--- src/rtl/nonogram_downscaler.sv ---
// nonogram_downscaler: reduces streamed binary image rows by BLOCKxBLOCK
// block thresholding, emitting one reduced row per BLOCK input rows.
module nonogram_downscaler #(
  parameter int IN_W   = 320,
  parameter int IN_H   = 240,
  parameter int BLOCK  = 8,
  parameter int THRESH = 32
) (
  input  logic                  clk_in,
  input  logic                  reset_in,
  input  logic                  start_in,
  input  logic                  row_valid_in,
  input  logic [IN_W-1:0]       row_in,
  output logic                  busy_out,
  output logic [IN_W/BLOCK-1:0] row_out,
  output logic                  row_valid_out,
  output logic                  done_out
);

  localparam int NB    = IN_W / BLOCK;
  localparam int OUT_H = IN_H / BLOCK;
  localparam int CW    = $clog2(BLOCK * BLOCK + 1);
  localparam int PW    = $clog2(BLOCK + 1);
  localparam int RW    = (BLOCK > 1) ? $clog2(BLOCK) : 1;
  localparam int OW    = (OUT_H > 1) ? $clog2(OUT_H + 1) : 1;

  typedef enum logic [1:0] {
    IDLE,
    ACCUM,
    DONE
  } state_t;

  state_t          state;
  state_t          state_nx;
  logic [CW-1:0]   cnt [NB];
  logic [CW-1:0]   sum [NB];
  logic [NB-1:0]   bits;
  logic [RW-1:0]   row_cnt;
  logic [OW-1:0]   out_cnt;
  logic            accept;
  logic            last_row;
  logic            last_out;

  function automatic logic [PW-1:0] popcount(input logic [BLOCK-1:0] v);
    logic [PW-1:0] n;
    n = '0;
    for (int i = 0; i < BLOCK; i++) begin
      n = n + PW'(v[i]);
    end
    return n;
  endfunction

  assign accept   = (state == ACCUM) && row_valid_in;
  assign last_row = (row_cnt == RW'(BLOCK - 1));
  assign last_out = (out_cnt == OW'(OUT_H - 1));
  assign busy_out = (state != IDLE);

  // Running block sums include the current row so the emit needs no extra cycle
  always_comb begin
    sum  = '{default: '0};
    bits = '0;
    for (int k = 0; k < NB; k++) begin
      sum[k]  = cnt[k] + CW'(popcount(row_in[BLOCK*k +: BLOCK]));
      bits[k] = (sum[k] >= CW'(THRESH));
    end
  end

  always_ff @(posedge clk_in) begin
    if (reset_in) begin
      state <= IDLE;
    end else begin
      state <= state_nx;
    end
  end

  always_comb begin
    state_nx = state;
    unique case (state)
      IDLE:    if (start_in) state_nx = ACCUM;
      ACCUM:   if (accept && last_row && last_out) state_nx = DONE;
      DONE:    state_nx = IDLE;
      default: state_nx = IDLE;
    endcase
  end

  always_ff @(posedge clk_in) begin
    if (reset_in) begin
      for (int k = 0; k < NB; k++) begin
        cnt[k] <= '0;
      end
      row_cnt       <= '0;
      out_cnt       <= '0;
      row_out       <= '0;
      row_valid_out <= 1'b0;
      done_out      <= 1'b0;
    end else begin
      row_valid_out <= 1'b0;
      done_out      <= (state == DONE);
      if ((state == IDLE) && start_in) begin
        for (int k = 0; k < NB; k++) begin
          cnt[k] <= '0;
        end
        row_cnt <= '0;
        out_cnt <= '0;
      end else if (accept) begin
        if (last_row) begin
          row_out       <= bits;
          row_valid_out <= 1'b1;
          for (int k = 0; k < NB; k++) begin
            cnt[k] <= '0;
          end
          row_cnt <= '0;
          out_cnt <= out_cnt + OW'(1);
        end else begin
          for (int k = 0; k < NB; k++) begin
            cnt[k] <= sum[k];
          end
          row_cnt <= row_cnt + RW'(1);
        end
      end
    end
  end

endmodule

--- config.mk ---
export PLATFORM = sky130hd
export DESIGN_NAME = nonogram_downscaler
export DESIGN_NICKNAME = d
export VERILOG_FILES = /design/src/rtl/nonogram_downscaler.sv
export SDC_FILE = /design/constraint.sdc
export NUM_CORES = 1
export LEC_CHECK = 0
export ABC_CLOCK_PERIOD_IN_PS = 13800
export BUFFER_PORTS_ARGS = -buffer_cell sky130_fd_sc_hd__buf_2
export CAP_MARGIN = 30
export CORE_MARGIN = 2
export CORE_UTILIZATION = 50
export CTS_BUF_LIST = sky130_fd_sc_hd__clkbuf_4
export DETAILED_ROUTE_END_ITERATION = 16
export GPL_ROUTABILITY_DRIVEN = 0
export PLACE_DENSITY = 0.79
export REMOVE_ABC_BUFFERS = 1
export SLEW_MARGIN = 25
export SYNTH_ARGS = -nofsm -noshare
export SYNTH_HDL_FRONTEND = slang
export SYNTH_SLANG_ARGS = --single-unit
--- constraint.sdc ---
create_clock -name clk_in -period 13.8 [get_ports clk_in]
set_clock_uncertainty 0.2 [all_clocks]
set_input_delay 1.38 -clock clk_in [delete_from_list [all_inputs] [get_ports clk_in]]
set_output_delay 1.38 -clock clk_in [all_outputs]
set_load 0.02 [all_outputs]
# == Word-level counts from Yosys, hierarchy flattened ==
# Memories as Yosys holds them, arrays and structs flattened.
# Index checks and enable logic that the tools add are counted.
# totals
out_inout_bits,43
elab_cells,645
reg_bits,52
mem_count,1
ramBits,280
in_bits,324
# memory_table
memory,words,word_bits,rd,rd_clocked_by_memory_dff,wr,line,rtl
cnt,40,7,40,0,40,35,logic [CW-1:0] cnt [NB];
# classes
n_reduce_logical,10
n_eq_ne,6
muxes,139
bitwise_logic,121
n_addsub,322
order_cmp,40
# ops
operator,n
2-to-1 mux 7 bit,120
adder 4 x 1 -> 4 bit,160
adder 7 x 4 -> 7 bit,40
">= comparator 7 x 6 -> 1 bit, second input constant",40
adder 3 x 1 -> 4 bit,40
adder 2 x 1 -> 3 bit,40
bitwise OR 1 bit,120
adder 1 x 1 -> 2 bit,40
2-to-1 mux 1 bit,15
"adder 5 x 1 -> 5 bit, second input constant",1
"equality test 5 bit, second input constant",1
logical AND 1 bit,4
2-to-1 mux 2 bit,2
one-hot mux 2 bit (2 select lines),1
AND reduction 2 bit,2
"adder 3 x 1 -> 3 bit, second input constant",1
"equality test 3 bit, second input constant",1
2-to-1 mux 3 bit,1
AND reduction 3 bit,1
"equality test 2 x 1 -> 1 bit, second input constant",1
"equality test 2 bit, second input constant",1
logical NOT 2 bit,1
"!= test 2 x 1 -> 1 bit, second input constant",1
"!= test 2 bit, second input constant",1
other kinds (3),3

# == Logic depth before layout (Yosys ltp) ==
# depth
depth_word,9
ltp_mapped,13
mapped_depth_nobuf,13

# == Least setup slack after synthesis ==
# No wires, ideal clock.
# synth_path
path_type,input to register
from,in reset_in
to,"mem cnt[0][0] (netlist bit), enable pin"
t_arrival_ns,8.577
required_time_ns,12.917
setup_time_ns,0.683
cell_stages,4
slack_ns,4.339
n_path_buf,2
cell_sequence,clkbuf_1 a21o_1 clkbuf_1 nand2b_1
# synth_lines
element,line,rtl
"start, declared",10,"input logic reset_in,"
"end, declared",35,

==> flow_metrics.py <==
metrics = {
    "run_status": {
        "status": "complete, no violations",
    },
    "die": {
        "die-area_mm2": 0.0507,
        "io_pins": 367,
        "initial_utilization_pct": 50.3,
        "die_w_um": 225,
        "num_rows": 81,
        "core_mm2": 0.0486,
        "fp.dieH_um": 225,
    },
    "final_layout": {
        "seq_area_mm2": 0.00945,
        "n_fill_cell": 3998,
        "area_growth_pct": 15.0,
        "drive_above_1_share_pct": 19.2,
        "multiInputGateArea_mm2": 0.0131,
        "num-nets-final": 3455,
    },
    "critical_path": {
        "critPathSlowestCell": "fa_1",
        "r2r-start": "cnt[4][0]$_SDFFCE_PN0P_",
        "r2r_end": "cnt[4][6]$_SDFFCE_PN0P_",
        "ff2ff_path_depth": 12,
        "end_kind": "flip-flop",
        "crit_family": "adder cells",
        "cpMostUsedCell": "fa_1",
        "crit_type": "input pin to flip-flop",
        "r2r_slack_ns": 10.27,
        "worstPathRequired_ns": 14.10,
        "worstPathArrival_ns": 4.70,
        "crit_path_max_incr_delay_ns": 0.60,
        "path_cells": "buf_2 -> fa_1 -> inv_1 -> fa_1 -> fa_1 -> inv_1 -> fa_1 -> inv_1 -> fa_1 -> nand2b_1 -> a21boi_0 -> o211a_1 -> xnor2_1 -> nor2_1",
        "cp-startpoint": "row_in[72]",
        "crit_buf_inv": 4,
        "crit_fanout": 3,
        "cp-start-kind": "input pin",
    },
    "hold_path": {
        "hp-start": "row_out[31]$_SDFFE_PP0P_",
        "holdPathEnd": "row_out[31]$_SDFFE_PP0P_",
        "min_path_cells": 2,
        "hold_path_class": "flip-flop to flip-flop",
    },
    "route": {
        "route.vias.total": 17300,
        "wire_per_inst_um": 14.5,
        "antenna_left": 0,
        "remaining_drc_errors": 0,
        "wirelength_um": 49200,
        "first_pass_iters": 5,
        "drt_iter0_drc": 799,
        "viasPerCell": 5.09,
    },
    "power_and_ir_drop": {
        "peakVddDrop_v": 0.0000651,
        "finalPower_uw": 3280,
        "power.density_mw_per_mm2": 116,
        "cellLeakagePower_uw": 0.0135,
    },
    "logic_synthesis": {
        "yosysUniqueCellTypes": 38,
        "ys.flop_type": "edfxtp_1",
        "synth_edf_count": 280,
        "synth_top_area_share_pct": 34.4,
        "synth_area_mm2": 0.0245,
        "syn_avg_cell_area_um2": 10.8,
        "yosys_warnings": 0,
        "yosysTopAreaCell": "edfxtp_1",
        "async_flop_share_pct": 0,
        "ys_ff_latch": 332,
        "synthTopCellsByArea": "edfxtp_1, fa_1, ha_1",
        "yosysSeqAreaShare_pct": 38.6,
        "syn_inst": 2259,
    },
    "clock_tree": {
        "cts_tree": "done",
        "cts_max_path_buffers": 3,
        "post-cts-setup-buffers": 0,
        "clk_latency_ns": 0.80,
        "cts.reportedPaths.clkPinSlew_ns": 0.06,
        "root_buffer": "clkbuf_4",
        "cts.sinks": 332,
        "cts_resized": 0,
        "cts_max_level": 3,
        "numCtsBuffers": 97,
        "hold_buffers": 0,
    },
    "sta": {
        "period_minus_slack_ns": 4.40,
        "fin_setup_tns_ns": 0,
        "worst_pin_slew_ns": 0.947,
        "slew_viol_final": 0,
        "rsz0062_at_grt": "no",
        "max_slew_margin_pct": 36.8,
        "setup_viol": 0,
        "finalCritPeriodShare_pct": 31.9,
        "finalHoldViolCount": 0,
        "fmax_mhz": 227,
    },
    "grt": {
        "grt_max_degree": 150,
        "grt_pass1_wl_um": 82300,
        "grt_pass1_vias": 18400,
        "grt_use_total_pct": 19.9,
        "grt-ovfl-total": 0,
        "antenna_found_initial": 7,
    },
    "placement": {
        "post-dp-hpwl_um": 36700,
        "portBuffers": 366,
    },
    "job": {
        "cap_violations": 0,
    },
}
synth_stat cells, types with 2 or more instances:
master / instances
a311oi_1: 40
inv_1: 433
clkbuf_1: 11
a21oi_1: 52
and2_1: 50
a21boi_0: 21
dfxtp_1: 52
nand3_1: 81
o2111ai_1: 7
xor2_1: 43
buf_2: 16
fa_1: 200
o211a_1: 22
o21bai_1: 12
nor3b_1: 2
nor2b_1: 11
nor2_1: 272
ha_1: 244
nand4_1: 2
o21ai_0: 28
buf_6: 19
xnor2_1: 136
o211ai_1: 35
edfxtp_1: 280
nand2_1: 58
o21a_1: 25
nor3_1: 50
a21o_1: 18
nand2b_1: 30
area by class of cell:
class,count,area share (%)
Clock buffer,139,3.71
Timing Repair Buffer,376,6.91
Antenna cell,10,0.0889
Sequential cell,332,33.6
Clock inverter,42,0.694
Tap cell,622,2.77
Inverter,433,5.78
Multi-Input combinational cell,1447,46.5
cell usage in the layout, fill, tap and decap left out, drive strengths merged, types with 10 or more instances in the layout:
master / instances
nor2b: 11
nand2b: 30
buf: 376
ha: 244
nand2: 58
xnor2: 136
a21o: 18
o21a: 25
diode: 10
clkbuf: 139
nor2: 273
nand3: 81
clkinv: 39
xor2: 43
dfxtp: 52
o211a: 22
a21oi: 52
o211ai: 35
a21boi: 21
inv: 435
fa: 200
nor3: 51
o21bai: 12
a311oi: 40
o21ai: 28
edfxtp: 280
and2: 50
through the flow:
step                cell area, um^2  hold slack (ns)  instances  worst slack (ns)  util (%)
global placement              26800            0.273       3208              8.68      55.2
global route                  28100            0.315       3399              9.28      57.8
CTS                           28100            0.299       3390              9.45      57.7
detailed placement            26800            0.290       3209              8.61      55.2
floorplan                     24100            0.253       2212              4.71         -
finish                        28100            0.294       3401              9.40      57.8
sequential cells by signal, summed over array words and instances, names as in the netlist:
register / cells
row_valid_out: 1
out_cnt: 5
cnt: 280
row_cnt: 3
done_out: 1
state: 2
row_out: 40
routing by layer:
layer	part of all wire (%)	global-route usage, %	vias up	wire, um
met5	0	0	-	0
met4	3.4	8.97	0	1680
met3	5.9	5.08	120	2920
met2	51	35.5	422	25300
met1	39	22.4	8345	19300
li1	-	-	8412	-
power by group:
group          internal, uW  switching [uW]  leakage (uW)
Sequential             1180            39.5       0.00350
Combinational           511             614       0.00924
Clock                   485             448      0.000744
Total                  2170            1100        0.0135
cells by family after synthesis:
kind of cell | count (synthesis) | synth area share, %
adders and majority gates | 444 | 28.8
AOI/OAI and AO/OA | 261 | 7.65
xor gates and xnor gates | 179 | 6.41
and+or+nand+nor | 562 | 10.4
buffers and inverters | 480 | 8.04
muxes | 1 | 0.0409
DFF | 332 | 38.6
tightest hold or removal path: stages, from the launching register on:
cell and delay (ns):
dfxtp_1 0.30, nor2_1 0.09, a311oi_1 0.05
worst max-delay path by stage:
stage	endpoint	depth (start not counted)	slack [ns]
finish	cnt[1][13]$_SDFFCE_PN0P_	14	9.40
global route	cnt[1][41]$_SDFFCE_PN0P_	14	9.28
CTS	cnt[1][13]$_SDFFCE_PN0P_	14	9.45
detailed placement	cnt[2][41]$_SDFFCE_PN0P_	14	8.61
global placement	cnt[4][34]$_SDFFCE_PP0P_	13	8.68
floorplan	cnt[0][0]$_SDFFCE_PN0P_	2	4.71
(Power assumes the default switching activity.)
